`src/rtl/staged_mac_pkg.sv`:
```
// Shared types and the output post-processing function for the staged multi-lane MAC.
// The post function works in 64 bits so any ACC_W/OUT_W up to 63 bits can use it.
package staged_mac_pkg;

    typedef enum logic [1:0] {
        BIAS  = 2'd0,
        ACCUM = 2'd1,
        DRAIN = 2'd2,
        OUT   = 2'd3
    } state_t;

    localparam logic [1:0] DRAIN_CYCLES = 2'd3;

    typedef struct packed {
        logic [63:0] data;
        logic        clip;
    } post_t;

    // Shift, optional ReLU, then clamp to a signed out_w-bit range.
    function automatic post_t sat_post(input logic signed [63:0] x,
                                       input int                 shift,
                                       input logic               relu,
                                       input int                 out_w);
        logic signed [63:0] y;
        logic signed [63:0] max_v;
        logic signed [63:0] min_v;
        post_t              r;
        y = x >>> shift;
        if (relu && (y < 64'sd0)) begin
            y = 64'sd0;
        end
        max_v  = (64'sd1 <<< (out_w - 1)) - 64'sd1;
        min_v  = -max_v - 64'sd1;
        r.data = y;
        r.clip = 1'b0;
        if (y > max_v) begin
            r.data = max_v;
            r.clip = 1'b1;
        end else if (y < min_v) begin
            r.data = min_v;
            r.clip = 1'b1;
        end
        return r;
    endfunction

endpackage

```
`src/rtl/staged_mac_vec_lane_tree.sv`:
```
// Two-stage lane datapath: P1 registers the per-lane signed products,
// P2 registers their sum sign-extended to the accumulator width.
module mac_lane_tree
    import staged_mac_pkg::*;
#(
    parameter int LANES  = 2,
    parameter int DATA_W = 8,
    parameter int ACC_W  = 32
) (
    input  logic                        clk,
    input  logic                        rst,
    input  logic                        in_valid,
    input  logic [2*DATA_W*LANES-1:0]   in_data,
    output logic                        sum_valid,
    output logic [ACC_W-1:0]            sum
);

    localparam int PROD_W = 2 * DATA_W;

    logic [LANES-1:0][PROD_W-1:0] prod_d, prod_q;
    logic                         valid1_d, valid1_q;
    logic [ACC_W-1:0]             sum_d, sum_q;
    logic                         valid2_d, valid2_q;

    always_comb begin
        prod_d   = prod_q;
        valid1_d = in_valid;
        if (in_valid) begin
            for (int i = 0; i < LANES; i++) begin
                prod_d[i] = PROD_W'($signed(in_data[2*DATA_W*i + DATA_W +: DATA_W]))
                          * PROD_W'($signed(in_data[2*DATA_W*i +: DATA_W]));
            end
        end
    end

    always_comb begin
        sum_d    = sum_q;
        valid2_d = valid1_q;
        if (valid1_q) begin
            sum_d = '0;
            for (int i = 0; i < LANES; i++) begin
                sum_d = sum_d + ACC_W'($signed(prod_q[i]));
            end
        end
    end

    always_ff @(posedge clk or posedge rst) begin
        if (rst) begin
            prod_q   <= '0;
            valid1_q <= 1'b0;
            sum_q    <= '0;
            valid2_q <= 1'b0;
        end else begin
            prod_q   <= prod_d;
            valid1_q <= valid1_d;
            sum_q    <= sum_d;
            valid2_q <= valid2_d;
        end
    end

    assign sum_valid = valid2_q;
    assign sum       = sum_q;

endmodule

```
`src/rtl/staged_mac_vec.sv`:
```
// Multi-lane staged MAC: one AXI-Stream packet (bias beat + weight/activation beats)
// in, one shifted / ReLU'd / saturated result out per packet.
module staged_mac_vec
    import staged_mac_pkg::*;
#(
    parameter int LANES     = 2,
    parameter int DATA_W    = 8,
    parameter int ACC_W     = 32,
    parameter int BIAS_W    = 16,
    parameter int OUT_W     = 32,
    parameter int OUT_SHIFT = 0,
    parameter int RELU_EN   = 0
) (
    input  logic                      ACLK,
    input  logic                      ARESET,
    input  logic [2*DATA_W*LANES-1:0] SD_AXIS_TDATA,
    input  logic                      SD_AXIS_TVALID,
    input  logic                      SD_AXIS_TLAST,
    output logic                      SD_AXIS_TREADY,
    output logic [OUT_W-1:0]          MO_AXIS_TDATA,
    output logic                      MO_AXIS_TUSER,
    output logic                      MO_AXIS_TVALID,
    output logic                      MO_AXIS_TLAST,
    input  logic                      MO_AXIS_TREADY
);

    state_t           state_d, state_q;
    logic [1:0]       cnt_d, cnt_q;
    logic [ACC_W-1:0] acc_d, acc_q;
    logic             tready_d, tready_q;
    logic [OUT_W-1:0] out_data_d, out_data_q;
    logic             out_user_d, out_user_q;
    logic             out_valid_d, out_valid_q;

    logic             s_accept;
    logic             mo_handshake;
    logic             lane_valid;
    logic [ACC_W-1:0] lane_sum;
    logic [ACC_W-1:0] bias_ext;
    post_t            post_r;

    assign s_accept     = SD_AXIS_TVALID && tready_q;
    assign mo_handshake = out_valid_q && MO_AXIS_TREADY;
    assign bias_ext     = ACC_W'($signed(SD_AXIS_TDATA[BIAS_W-1:0]));

    mac_lane_tree #(
        .LANES  (LANES),
        .DATA_W (DATA_W),
        .ACC_W  (ACC_W)
    ) u_lane_tree (
        .clk       (ACLK),
        .rst       (ARESET),
        .in_valid  (s_accept && (state_q == ACCUM)),
        .in_data   (SD_AXIS_TDATA),
        .sum_valid (lane_valid),
        .sum       (lane_sum)
    );

    // P3 accumulates whenever a lane sum emerges; DRAIN waits for the last one to land.
    always_comb begin
        state_d     = state_q;
        cnt_d       = cnt_q;
        acc_d       = acc_q;
        out_data_d  = out_data_q;
        out_user_d  = out_user_q;
        out_valid_d = out_valid_q;
        post_r      = sat_post(64'($signed(acc_q)), OUT_SHIFT, (RELU_EN != 0), OUT_W);

        if (lane_valid) begin
            acc_d = acc_q + lane_sum;
        end

        case (state_q)
            BIAS: begin
                if (s_accept) begin
                    acc_d   = bias_ext;
                    cnt_d   = '0;
                    state_d = SD_AXIS_TLAST ? DRAIN : ACCUM;
                end
            end
            ACCUM: begin
                if (s_accept && SD_AXIS_TLAST) begin
                    cnt_d   = '0;
                    state_d = DRAIN;
                end
            end
            DRAIN: begin
                if (cnt_q == DRAIN_CYCLES) begin
                    out_data_d  = OUT_W'(post_r.data);
                    out_user_d  = post_r.clip;
                    out_valid_d = 1'b1;
                    state_d     = OUT;
                end else begin
                    cnt_d = cnt_q + 2'd1;
                end
            end
            OUT: begin
                if (mo_handshake) begin
                    out_valid_d = 1'b0;
                    acc_d       = '0;
                    state_d     = BIAS;
                end
            end
            default: state_d = BIAS;
        endcase

        tready_d = (state_d == BIAS) || (state_d == ACCUM);
    end

    always_ff @(posedge ACLK or posedge ARESET) begin
        if (ARESET) begin
            state_q     <= BIAS;
            cnt_q       <= '0;
            acc_q       <= '0;
            tready_q    <= 1'b0;
            out_data_q  <= '0;
            out_user_q  <= 1'b0;
            out_valid_q <= 1'b0;
        end else begin
            state_q     <= state_d;
            cnt_q       <= cnt_d;
            acc_q       <= acc_d;
            tready_q    <= tready_d;
            out_data_q  <= out_data_d;
            out_user_q  <= out_user_d;
            out_valid_q <= out_valid_d;
        end
    end

    assign SD_AXIS_TREADY = tready_q;
    assign MO_AXIS_TDATA  = out_data_q;
    assign MO_AXIS_TUSER  = out_user_q;
    assign MO_AXIS_TVALID = out_valid_q;
    assign MO_AXIS_TLAST  = out_valid_q;

endmodule

```
`config.mk`:
```
export PLATFORM = sky130hd
export DESIGN_NAME = staged_mac_vec
export DESIGN_NICKNAME = d
export VERILOG_FILES = /design/src/rtl/staged_mac_pkg.sv /design/src/rtl/staged_mac_vec_lane_tree.sv /design/src/rtl/staged_mac_vec.sv
export SDC_FILE = /design/constraint.sdc
export NUM_CORES = 1
export LEC_CHECK = 0
export CAP_MARGIN = 20
export CELL_PAD_IN_SITES_DETAIL_PLACEMENT = 2
export CELL_PAD_IN_SITES_GLOBAL_PLACEMENT = 2
export CORE_ASPECT_RATIO = 1.4
export CORE_UTILIZATION = 39
export DETAILED_ROUTE_END_ITERATION = 8
export GPL_ROUTABILITY_DRIVEN = 0
export PLACE_DENSITY = 0.93
export SYNTH_ARGS = -nofsm -noshare
export SYNTH_HDL_FRONTEND = slang
export SYNTH_SLANG_ARGS = --single-unit
```
`constraint.sdc`:
```
create_clock -name ACLK -period 5.1 [get_ports ACLK]
set_input_delay 0.765 -clock ACLK [delete_from_list [all_inputs] [get_ports ACLK]]
set_output_delay 0.765 -clock ACLK [all_outputs]
set_load 0.02 [all_outputs]
```
Yosys cells after proc, flatten, opt, wreduce, memory -nomap -nowiden
Cells that the tools add are included.
{ "op_classes": {"add_sub_neg": 3, "mul": 2, "order_cmp": 2, "eq_ne": 10, "mux": 19, "reduce_logical": 12} }
{ "op_table": {"columns": ["op", "n"], "rows": [
  ["$mux W32", 3],
  ["$mux W33", 2],
  ["$pmux W32 S2", 1],
  ["$add A32 B32 Y32", 1],
  ["$gt A32 B32 Y1 const B", 1],
  ["$lt A32 B32 Y1 const B", 1],
  ["$mul A8 B8 Y16", 2],
  ["$add A16 B16 Y17", 1],
  ["$mux W2", 8],
  ["$ne A2 B2 Y1 const B", 4],
  ["$pmux W2 S4", 1],
  ["$eq A2 B2 Y1 const B", 3],
  ["$pmux W2 S3", 1],
  ["$eq A2 B1 Y1 const B", 2],
  ["$logic_and A1 B1 Y1", 4],
  ["$logic_not A2 Y1", 2],
  ["$reduce_and A4 Y1", 1],
  ["$reduce_and A3 Y1", 1],
  ["$reduce_bool A3 Y1", 1],
  ["$add A2 B1 Y2 const B", 1],
  ["$mux W1", 2],
  ["$ne A2 B1 Y1 const B", 1],
  ["$pmux W1 S2", 1],
  ["$reduce_and A2 Y1", 1],
  ["2 further kinds", 2]
]} }
{ "totals": {"ff_bits": 137, "in_bits": 37, "out_inout_bits": 36, "word_cells": 60} }

Logic depth before layout (Yosys ltp)
{ "logic_depth": {"depth_word": 6, "ltp_mapped": 21, "ltp_nobuf": 20} }

By module
Synthesis repeated with hierarchy kept, for this count alone.
{ "unflattened": {"cells_unflattened": 1330, "area_unflattened_um2": 12508.2} }
{ "modules_own_cells": {"columns": ["mod", "instances", "cells_each", "area_each_um2"], "rows": [
  ["mac_lane_tree", 1, 813, 7707.4],
  ["staged_mac_vec", 1, 517, 4800.9]
]} }

Least setup slack after synthesis
No wires, ideal clock.
{ "synth_timing": {"path_kind": "input -> register", "startpoint": "input port SD_AXIS_TDATA[15]", "endpoint": "register u_lane_tree.prod_q[15] in the netlist's numbering", "setup_ps": 130, "arrival_time_ps": 4798, "required_ps": 4970, "slack_ps": 173, "stages": 17, "n_path_buf": 1, "path_cell_list": "clkbuf_1 -> and2_1 -> fa_1 -> inv_1 -> fa_1 -> inv_1 -> fa_1 -> inv_1 -> fa_1 -> inv_1 -> ha_1 -> and3_1 -> a211oi_1 -> o21bai_1 -> a21oi_1 -> xnor2_1 -> o21ai_1"} }
{ "synth_via": {"elab_chain_len": 1} }
{ "synth_rtl": {"columns": ["element", "line", "source"], "rows": [
  ["from (decl)", "staged_mac_vec.sv:16", "input logic [2*DATA_W*LANES-1:0] SD_AXIS_TDATA,"],
  ["$mul A8 B8 Y16", "staged_mac_vec_lane_tree.sv:31", "* PROD_W'($signed(in_data[2*DATA_W*i +: DATA_W]));"],
  ["to (signal assigned)", "staged_mac_vec_lane_tree.sv:54", "prod_q <= prod_d;"],
  ["to (decl)", "staged_mac_vec_lane_tree.sv:20", "logic [LANES-1:0][PROD_W-1:0] prod_d, prod_q;"]
]} }
No other way between the ends.
A chain may end at the register's enable or synchronous reset.

Worst setup path after layout
{ "layout_timing": {"startpoint": "input port SD_AXIS_TDATA[16]", "endpoint": "register u_lane_tree.prod_q[29] in the netlist's numbering"} }
Same word-level chain as after synthesis.

==> flow_summary.json <==
{
  "status": "finished with violations",
  "violations_in_the_final_reports": "setup timing",
  "critical_path.n_buffers_inverters": 6,
  "report.final.setup_viol": 7,
  "max_slew_margin_pct": 23.4,
  "ys_types": 59,
  "post-route-period-util_pct": 104,
  "worstMarginPinSlew_ns": 1.15,
  "critical-path-max-stage-delay_ns": 0.63,
  "die_width_um": 150,
  "number_of_global_route_vias_before_repair": 13700,
  "report.final.hold_viol_count": 0,
  "synthesis.yosys.warnings": 0,
  "worst-endpoint-arrival_ns": 5.63,
  "m1WireLength_um": 21700,
  "postRouteAntennaNets": 0,
  "worst-endpoint-required_ns": 5.41,
  "clockBufferDepth": 2,
  "tritoncts_clock_tree": "yes",
  "netlist_area_um2": 12000,
  "floorplan.rows": 75,
  "synth_seq_area_share_pct": 25.4,
  "fillers": 3083,
  "dieArea_um2": 31600,
  "vdd_drop_max_uv": 300,
  "detailedRoute.firstPassIterationCount": 4,
  "topRoutingLayerUsed": "met4",
  "ys_ff_latch": 122,
  "fin_nets": 1724,
  "synth_nets": 1534,
  "critical_path.cell_chain": "dlygate4sd2_1, buf_4, and2_1, ha_1, fa_1, ha_1, inv_1, fa_1, inv_1, ha_1, a21o_1, a21o_1, nand2_1, nand2_1, a21o_1, a21oi_2, o21ai_2, buf_4, buf_4, nor2_2, xor2_1, o21ai_1",
  "area.growth.synth_to_final_pct": 24.8,
  "critPathKind": "in -> reg",
  "cp_max_fo": 5,
  "wl_met3_um": 3490,
  "dieHeight_um": 210,
  "synth_top_cells_by_area": "sky130_fd_sc_hd__dfrtp_1, sky130_fd_sc_hd__fa_1, sky130_fd_sc_hd__ha_1",
  "routed_wl_um": 64900,
  "final.hold.worst_slack_ns": 0.514,
  "crit_path_capture_type": "flip-flop",
  "ys.flop_type": "sky130_fd_sc_hd__dfrtp_1",
  "yosys.area.top_type_share_pct": 25.4,
  "slew_violations": 0,
  "grt_util_all_layers_pct": 39.6,
  "clkSlewWorstSetupHoldPaths_ns": 0.06,
  "fmax_mhz": 188,
  "port_buffers": 72,
  "detailroute.wirelength.met2_um": 33500,
  "grt_start_max_net_pins": 66,
  "period_minus_slack_ns": 5.32,
  "post_drt_wl_per_cell_um": 34.8,
  "gr-total-overflow": 0,
  "vias_per_cell": 6.21,
  "final_layout_size_suffix_gt1_share_pct": 20.2,
  "synth_top_area_cell": "sky130_fd_sc_hd__dfrtp_1",
  "worst_slack_ns": -0.218,
  "start_kind": "primary input",
  "core_area_um2": 30100,
  "cellLeakagePower_nw": 7.50,
  "finClkSkew_ns": 0.0137,
  "antenna_found_initial": 1,
  "grt_first_pass_wirelength_um": 89700,
  "yosysMostFrequentCell": "sky130_fd_sc_hd__inv_1",
  "synthesis.instances": 1275,
  "drt_iter0_drc": 832,
  "syn_area_per_cell_um2": 9.44,
  "num_vias": 11600,
  "clkLatencyLatePin_ns": 0.45,
  "place.detailed.hpwl_um": 37500,
  "tritoncts_num_sinks": 122,
  "initial_util_pct": 40.0,
  "number_of_buffers_inserted_during_clock_tree_synthesis": 17,
  "power.total_mw": 10.5,
  "clk_root_buffer_cell": "sky130_fd_sc_hd__clkbuf_16",
  "ys_top_cells_by_count": "sky130_fd_sc_hd__inv_1, sky130_fd_sc_hd__dfrtp_1, sky130_fd_sc_hd__nand2_1, sky130_fd_sc_hd__fa_1, sky130_fd_sc_hd__ha_1",
  "number_of_flops_mapped_to_enable_cells_by_yosys": 0,
  "max_cap_violations": 0,
  "cts.htree.levels": 4,
  "postSynth.asyncResetShare_pct": 100,
  "route.detailed.drc": 0,
  "ios": 73,
  "power.density_cell_area_nw_per_um2": 696,
  "timing.critical_path.slowest_stage_cell": "sky130_fd_sc_hd__fa_1",
  "path_delay_family": "adder cells",
  "hp-class": "reg -> reg"
}
cell type report:
type | instances | area (um^2) | area share, %
clock buffer | 18 | 439 | 2.92
antenna | 1 | 2.50 | 0.0167
sequential | 122 | 3050 | 20.3
tap | 385 | 482 | 3.21
multi-input combinational | 932 | 8490 | 56.6
timing repair buffer | 199 | 1710 | 11.4
clock inverter | 14 | 113 | 0.750
inverter | 193 | 727 | 4.84
cells in the final DEF (no fill, tap or decap), types with 12 or more instances in the layout:
| master | n |
|---|---|
| sky130_fd_sc_hd__ha_1 | 97 |
| sky130_fd_sc_hd__and2_1 | 79 |
| sky130_fd_sc_hd__and2_4 | 12 |
| sky130_fd_sc_hd__buf_6 | 16 |
| sky130_fd_sc_hd__inv_2 | 16 |
| sky130_fd_sc_hd__dfrtp_1 | 121 |
| sky130_fd_sc_hd__a21o_1 | 31 |
| sky130_fd_sc_hd__nand2_1 | 115 |
| sky130_fd_sc_hd__a21oi_1 | 60 |
| sky130_fd_sc_hd__nand3_1 | 16 |
| sky130_fd_sc_hd__xnor2_1 | 50 |
| sky130_fd_sc_hd__nor2_1 | 35 |
| sky130_fd_sc_hd__mux2_2 | 45 |
| sky130_fd_sc_hd__o21ai_0 | 35 |
| sky130_fd_sc_hd__mux2i_1 | 23 |
| sky130_fd_sc_hd__o21ai_1 | 33 |
| sky130_fd_sc_hd__ha_4 | 12 |
| sky130_fd_sc_hd__buf_4 | 111 |
| sky130_fd_sc_hd__dlygate4sd2_1 | 16 |
| sky130_fd_sc_hd__inv_1 | 176 |
| sky130_fd_sc_hd__nor2b_1 | 25 |
| sky130_fd_sc_hd__xor2_1 | 17 |
| sky130_fd_sc_hd__fa_1 | 102 |
| sky130_fd_sc_hd__clkbuf_16 | 17 |
| sky130_fd_sc_hd__clkdlybuf4s50_1 | 40 |
kinds of logic after synthesis:
family	count (synthesis)	share of synthesized area [%]
mux	69	6.25
flops	122	25.4
fa+ha+maj	222	30.1
xor+xnor	68	4.95
buf+inv	221	6.92
compound gates	238	12.3
simple gates	335	14.1
per-layer routing:
metal,global-route usage (%),up-vias
met5,0,-
met4,33.4,0
met3,8.54,397
met2,70.8,698
met1,37.9,5910
li1,-,4579
report_power, final:
part	total, mW	leakage (nW)	switching, mW	internal (mW)
clock network	1.22	0.262	0.576	0.644
logic	7.52	5.64	4.64	2.88
registers	1.71	1.59	0.424	1.29
total	10.5	7.50	5.64	4.81
repair_timing:
action                                  in CTS  in global routing
gates resized for setup                     68                 79
endpoints found under the setup margin      10                 11
pin swaps                                   25                 44
hold buffers                                 0                  0
cloned                                       0                  0
hold endpoints to repair                     0                  0
setup buffers                               12                  9
final timing paths:
kind / from / endpoint / slack (ns) / cells past startpoint
max: SD_AXIS_TDATA[16] / u_lane_tree.prod_q[29]$_DFFE_PP0P_ / -0.22 / 22
min: MO_AXIS_TDATA[15]$_DFFE_PP0P_ / MO_AXIS_TDATA[15]$_DFFE_PP0P_ / 0.51 / 1
max reg2reg: u_lane_tree.prod_q[16]$_DFFE_PP0P_ / u_lane_tree.sum[30]$_DFFE_PP0P_ / 0.70 / 13
min reg2reg: MO_AXIS_TDATA[15]$_DFFE_PP0P_ / MO_AXIS_TDATA[15]$_DFFE_PP0P_ / 0.51 / 1
max in group asynchronous: ARESET / u_lane_tree.sum_valid$_DFF_PP0_ / 3.15 / 3
min in group asynchronous: ARESET / MO_AXIS_TDATA[30]$_DFFE_PP0P_ / 0.89 / 2
registers in the layout, summed over array words and instances (netlist names):
name / flops
MO_AXIS_TUSER: 1
acc_q: 32
u_lane_tree.sum: 17
u_lane_tree.prod_q: 32
cnt_q: 2
u_lane_tree.sum_valid: 1
u_lane_tree.valid1_q: 1
SD_AXIS_TREADY: 1
MO_AXIS_TDATA: 32
state_q: 2
MO_AXIS_TLAST: 1
per-stage QoR:
step	setup WS (ns)	utilization, %	instance area [um^2]	instances	setup TNS [ns]
after floorplan	0.173	-	12000	1275	0
after global placement	-0.275	46.2	13900	1810	-1.56
after detailed placement	-0.800	46.2	13900	1810	-6.32
after CTS	0.00275	49.0	14700	1854	0
after global routing	-0.266	49.9	15000	1863	-1.28
final	-0.218	49.9	15000	1864	-0.610
No activity file was read; power rests on OpenSTA's default activity.
